===== src/rtl/sha256_pkg.sv =====
// Shared constants, state encoding and byte-lane helpers for the SHA-256 padder.
// Blocks are big-endian: byte 0 sits in bits [511:504], byte 63 in bits [7:0].
package sha256_pkg;

    localparam int BLOCK_W      = 512;
    localparam int LEN_W        = 64;
    localparam int NBYTES       = BLOCK_W / 8;
    localparam int LEN_BYTE_POS = 56;
    localparam logic [7:0] PAD_MARKER = 8'h80;

    typedef enum logic [1:0] {
        S_LOAD,
        S_PAD,
        S_EMIT,
        S_TAIL
    } state_t;

    // Overwrite byte lane idx (0 = most significant) of a block.
    function automatic logic [BLOCK_W-1:0] put_byte(
        input logic [BLOCK_W-1:0] blk,
        input int                 idx,
        input logic [7:0]         val
    );
        logic [BLOCK_W-1:0] r;
        r = blk;
        r[8*(NBYTES-1-idx) +: 8] = val;
        return r;
    endfunction

    // Byte k (0 = most significant) of the big-endian length field.
    function automatic logic [7:0] len_byte(
        input logic [LEN_W-1:0] len,
        input int               k
    );
        return len[8*(7-k) +: 8];
    endfunction

endpackage


===== src/rtl/sha256_padder.sv =====
// Byte-serial SHA-256 message padder producing 512-bit blocks with first/final tags.
// Ports: clk, reset (async high); in_data/in_valid/in_last/in_ready byte input;
//        block_out/block_valid/block_ready/block_first/block_final block output.
module sha256_padder
    import sha256_pkg::*;
#(
    parameter int CNT_W = 61
) (
    input  logic               clk,
    input  logic               reset,
    input  logic [7:0]         in_data,
    input  logic               in_valid,
    input  logic               in_last,
    output logic               in_ready,
    output logic [BLOCK_W-1:0] block_out,
    output logic               block_valid,
    input  logic               block_ready,
    output logic               block_first,
    output logic               block_final
);

    state_t             state_q, state_d;
    logic [BLOCK_W-1:0] buf_q, buf_d;
    logic [6:0]         ptr_q, ptr_d;
    logic [CNT_W-1:0]   cnt_q, cnt_d;
    logic               first_q, first_d;
    logic               final_q, final_d;
    logic               tail_pending_q, tail_pending_d;
    logic               tail_marker_q, tail_marker_d;
    logic               in_ready_q, in_ready_d;
    logic               block_valid_q, block_valid_d;

    logic [LEN_W-1:0]   len_w;
    logic               pad_fits;

    // Bit length of the message, modulo 2^LEN_W.
    assign len_w    = LEN_W'(cnt_q) << 3;
    // Marker and length both fit in the current block.
    assign pad_fits = ptr_q < 7'(LEN_BYTE_POS);

    always_comb begin
        state_d        = state_q;
        buf_d          = buf_q;
        ptr_d          = ptr_q;
        cnt_d          = cnt_q;
        first_d        = first_q;
        final_d        = final_q;
        tail_pending_d = tail_pending_q;
        tail_marker_d  = tail_marker_q;

        unique case (state_q)
            S_LOAD: begin
                if (in_valid && in_ready_q) begin
                    buf_d = put_byte(buf_q, int'(ptr_q[5:0]), in_data);
                    ptr_d = ptr_q + 7'd1;
                    cnt_d = cnt_q + CNT_W'(1);
                    if (in_last) begin
                        state_d = S_PAD;
                    end else if (ptr_q == 7'd63) begin
                        final_d = 1'b0;
                        state_d = S_EMIT;
                    end
                end
            end
            S_PAD: begin
                // ptr_q == 64 matches no lane: the full block goes out as-is.
                for (int i = 0; i < NBYTES; i++) begin
                    if (7'(i) == ptr_q) begin
                        buf_d = put_byte(buf_d, i, PAD_MARKER);
                    end else if (7'(i) > ptr_q) begin
                        if (pad_fits && i >= LEN_BYTE_POS) begin
                            buf_d = put_byte(buf_d, i,
                                len_byte(len_w, i - LEN_BYTE_POS));
                        end else begin
                            buf_d = put_byte(buf_d, i, 8'h00);
                        end
                    end
                end
                final_d        = pad_fits;
                tail_pending_d = !pad_fits;
                tail_marker_d  = ptr_q == 7'd64;
                state_d        = S_EMIT;
            end
            S_EMIT: begin
                if (block_valid_q && block_ready) begin
                    first_d = 1'b0;
                    if (final_q) begin
                        buf_d   = '0;
                        cnt_d   = '0;
                        ptr_d   = '0;
                        first_d = 1'b1;
                        state_d = S_LOAD;
                    end else if (tail_pending_q) begin
                        state_d = S_TAIL;
                    end else begin
                        buf_d   = '0;
                        ptr_d   = '0;
                        state_d = S_LOAD;
                    end
                end
            end
            S_TAIL: begin
                buf_d = '0;
                if (tail_marker_q) begin
                    buf_d = put_byte(buf_d, 0, PAD_MARKER);
                end
                for (int k = 0; k < 8; k++) begin
                    buf_d = put_byte(buf_d, LEN_BYTE_POS + k,
                        len_byte(len_w, k));
                end
                ptr_d          = '0;
                tail_pending_d = 1'b0;
                tail_marker_d  = 1'b0;
                final_d        = 1'b1;
                state_d        = S_EMIT;
            end
            default: begin
                state_d = S_LOAD;
            end
        endcase

        // Handshake flags are registered from the next state.
        in_ready_d    = state_d == S_LOAD;
        block_valid_d = state_d == S_EMIT;
    end

    always_ff @(posedge clk or posedge reset) begin
        if (reset) begin
            state_q        <= S_LOAD;
            buf_q          <= '0;
            ptr_q          <= '0;
            cnt_q          <= '0;
            first_q        <= 1'b1;
            final_q        <= 1'b0;
            tail_pending_q <= 1'b0;
            tail_marker_q  <= 1'b0;
            in_ready_q     <= 1'b0;
            block_valid_q  <= 1'b0;
        end else begin
            state_q        <= state_d;
            buf_q          <= buf_d;
            ptr_q          <= ptr_d;
            cnt_q          <= cnt_d;
            first_q        <= first_d;
            final_q        <= final_d;
            tail_pending_q <= tail_pending_d;
            tail_marker_q  <= tail_marker_d;
            in_ready_q     <= in_ready_d;
            block_valid_q  <= block_valid_d;
        end
    end

    assign in_ready    = in_ready_q;
    assign block_out   = buf_q;
    assign block_valid = block_valid_q;
    assign block_first = block_valid_q & first_q;
    assign block_final = block_valid_q & final_q;

endmodule


===== config.mk =====
export PLATFORM = sky130hd
export DESIGN_NAME = sha256_padder
export DESIGN_NICKNAME = d
export VERILOG_FILES = /design/src/rtl/sha256_pkg.sv /design/src/rtl/sha256_padder.sv
export SDC_FILE = /design/constraint.sdc
export NUM_CORES = 2
export LEC_CHECK = 0
export ABC_AREA = 1
export CORE_ASPECT_RATIO = 0.5
export CORE_MARGIN = 1.5
export CORE_UTILIZATION = 40
export DETAILED_ROUTE_END_ITERATION = 6
export PLACE_DENSITY = 0.62
export RECOVER_POWER = 25
export SLEW_MARGIN = 30
export SYNTH_ARGS = -nofsm -noshare
export SYNTH_HDL_FRONTEND = slang
export SYNTH_SLANG_ARGS = --single-unit
export TNS_END_PERCENT = 1

===== constraint.sdc =====
create_clock -name clk -period 21 [get_ports clk]
set_input_delay 2.1 -clock clk [delete_from_list [all_inputs] [get_ports clk]]
set_output_delay 2.1 -clock clk [all_outputs]
set_load 0.02 [all_outputs]

==> run metrics <==
ys flop type=dfrtp_1; Yosys Warn Count=0; Die H=193 µm; gr usage total=35.6%; number of synthesized register bits=588; Hold Startpoint=block_out[138]; Routed WL=135000 µm; Final Hold Fails=0; area leader, netlist=dfrtp_1; register area share after synthesis=50.7%; reg2reg path depth=11; fin crit share=52.1%; setup slack at placement=15610 ps; Hold Crit Depth=2; GP Congestion=1.03; clk_skew=15.3 ps; Vias=30100; P per Cell Area=100 nW/µm²; Placed Cells incl. Taps=5161; mean post-synth cell area=7.73 µm²; non-filler cells, final=5263; CTS Buffer Depth=3; failing checks=design-rule violations, max-capacitance violations, max-slew violations; CTS Buf Count=53; Synth Net Count=3769; DIE AREA=74200 µm²; gate count of the mapped netlist=3750; final setup TNS=0 ps; commonest cells in the netlist=1062 x nand2_1, 587 x dfrtp_1, 455 x inv_1; Slew @ Worst Pin=6540 ps; # IOs=529; HP Class=reg -> reg; Layout Utilization=52.1%; pin count of the biggest net entering global routing=165; Cell Area, Synth=29000 µm²; later-pin clock latency in the skew report=630 ps; post-CTS setup buffers=0; Antenna Violating Nets Remaining=0; number of hold buffers added after CTS=0; Crit path arrival time=10070 ps; WHS Endpoint=block_out[138]; Slew headroom=-336%; final worst setup slack=10070 ps; CTS resizes=0; number of remaining DRC errors=20; share of the synthesized area in the top cell type=50.7%; count leader, synth=nand2_1; Max IR drop VDD=0.0657 mV; HPWL Detailed=105000 µm; Max Fclk=91.5 MHz; vias in the first global route=28600; Die Wd=384 µm; Critical Path End Type=async pin; synth top area cells=dfrtp_1 51%, nand2_1 14%, inv_1 5.9%; initial core utilization=40.6%; Clk pin slew, worst setup/hold paths=70 ps; CTS Root Cell=clkbuf_16; leakage power=0.0162 µW; grt ovf=0; CTS sink count=588; DRT Pass-1 Iters=7; Final #Nets=4279; antenna violations before repair=4; WS Path Type=in -> async; maxcap violations=7; Post-synth EDFFs=0; CTS tree=done; standard-cell rows=69; CP Launch Type=input pin; unrepaired setup endpoints after global routing=false; H-tree Lvls=2; Core ar.=71400 µm²; CP max FO=120; P&R area growth vs syn=28.2%; Max Slew Vio Count=435; fin crit period=10930 ps; first-pass GRT wire length=196000 µm; Port Buffers=528; outcome=finished with violations; Final setup viols=0; worst reg2reg startpoint=ptr_q[0]; share of post-route cells with drive strength above 1=5.62%; Worst EP required=20140 ps; post-synthesis cell type count=56; DRT iter0 DRCs=3865; r2r setup slk=15930 ps; via-per-instance ratio=5.71; Worst setup startpoint=reset; asr flop ratio synth=100%; Routed WL per cell=25.6 µm
==> worst max path at each step <==
stage,end
detailed placement,block_out[437]
global placement,flip-flop
global route,cnt_q[42]
finish,cnt_q[42]
floorplan,async pin
CTS,block_out[436]
==> cell usage in the layout (no fill, tap or decap), types with 27 or more instances in the layout <==
cell	instances
a21oi_1	94
o22ai_1	153
clkbuf_16	55
nor2_1	368
o21ai_0	330
inv_2	27
nor3_1	59
nand2_1	1062
inv_1	454
dfrtp_1	587
o21ai_1	32
clkdlybuf4s50_1	525
nand4_1	63
nand3_1	206
==> metal layers <==
| metal | vias to the layer above | part of all wire, % | GRT usage, % |
|---|---|---|---|
| met2 | 1458 | 44 | 53.4 |
| met1 | 15100 | 43 | 51.0 |
| met5 | - | 0 | 0 |
| li1 | 13300 | - | - |
| met4 | 0 | 2.8 | 9.31 |
| met3 | 245 | 10 | 9.23 |
==> cells by family after synthesis <==
group,synth area share [%]
compound gates,14.1
xor+xnor,0.242
flops,50.7
fa+ha+maj,0.259
buf+inv,7.87
simple gates,26.8
==> per-stage QoR <==
stage,cell area [µm²],hold slack [ps],total power (µW)
after floorplan,29000,454,2070
after global placement,35300,460,2610
after detailed placement,35300,461,2620
after CTS,37200,475,3690
after global routing,37200,490,3860
final,37200,473,3730
==> report_power, final <==
| part | switching [µW] | internal [µW] |
|---|---|---|
| registers | 78.6 | 1210 |
| clock network | 469 | 607 |
| logic | 1080 | 284 |
| total | 1630 | 2100 |
==> area by class of cell <==
type	count	area [µm²]
sequential	588	14700
fill	6906	34200
clock inverter	17	238
clock buffer	82	1660
timing repair buffer	560	5520
inverter	488	1830
tap	958	1200
multi-input combinational	2569	12000
antenna	1	2.50
==> worst max-delay path, cell delays in order <==
cell and delay [ps]:
dlygate4sd3_1 550, clkinvlp_2 770, clkbuf_1 1820, clkbuf_1 4660
No activity file was read; power rests on OpenSTA's default activity.
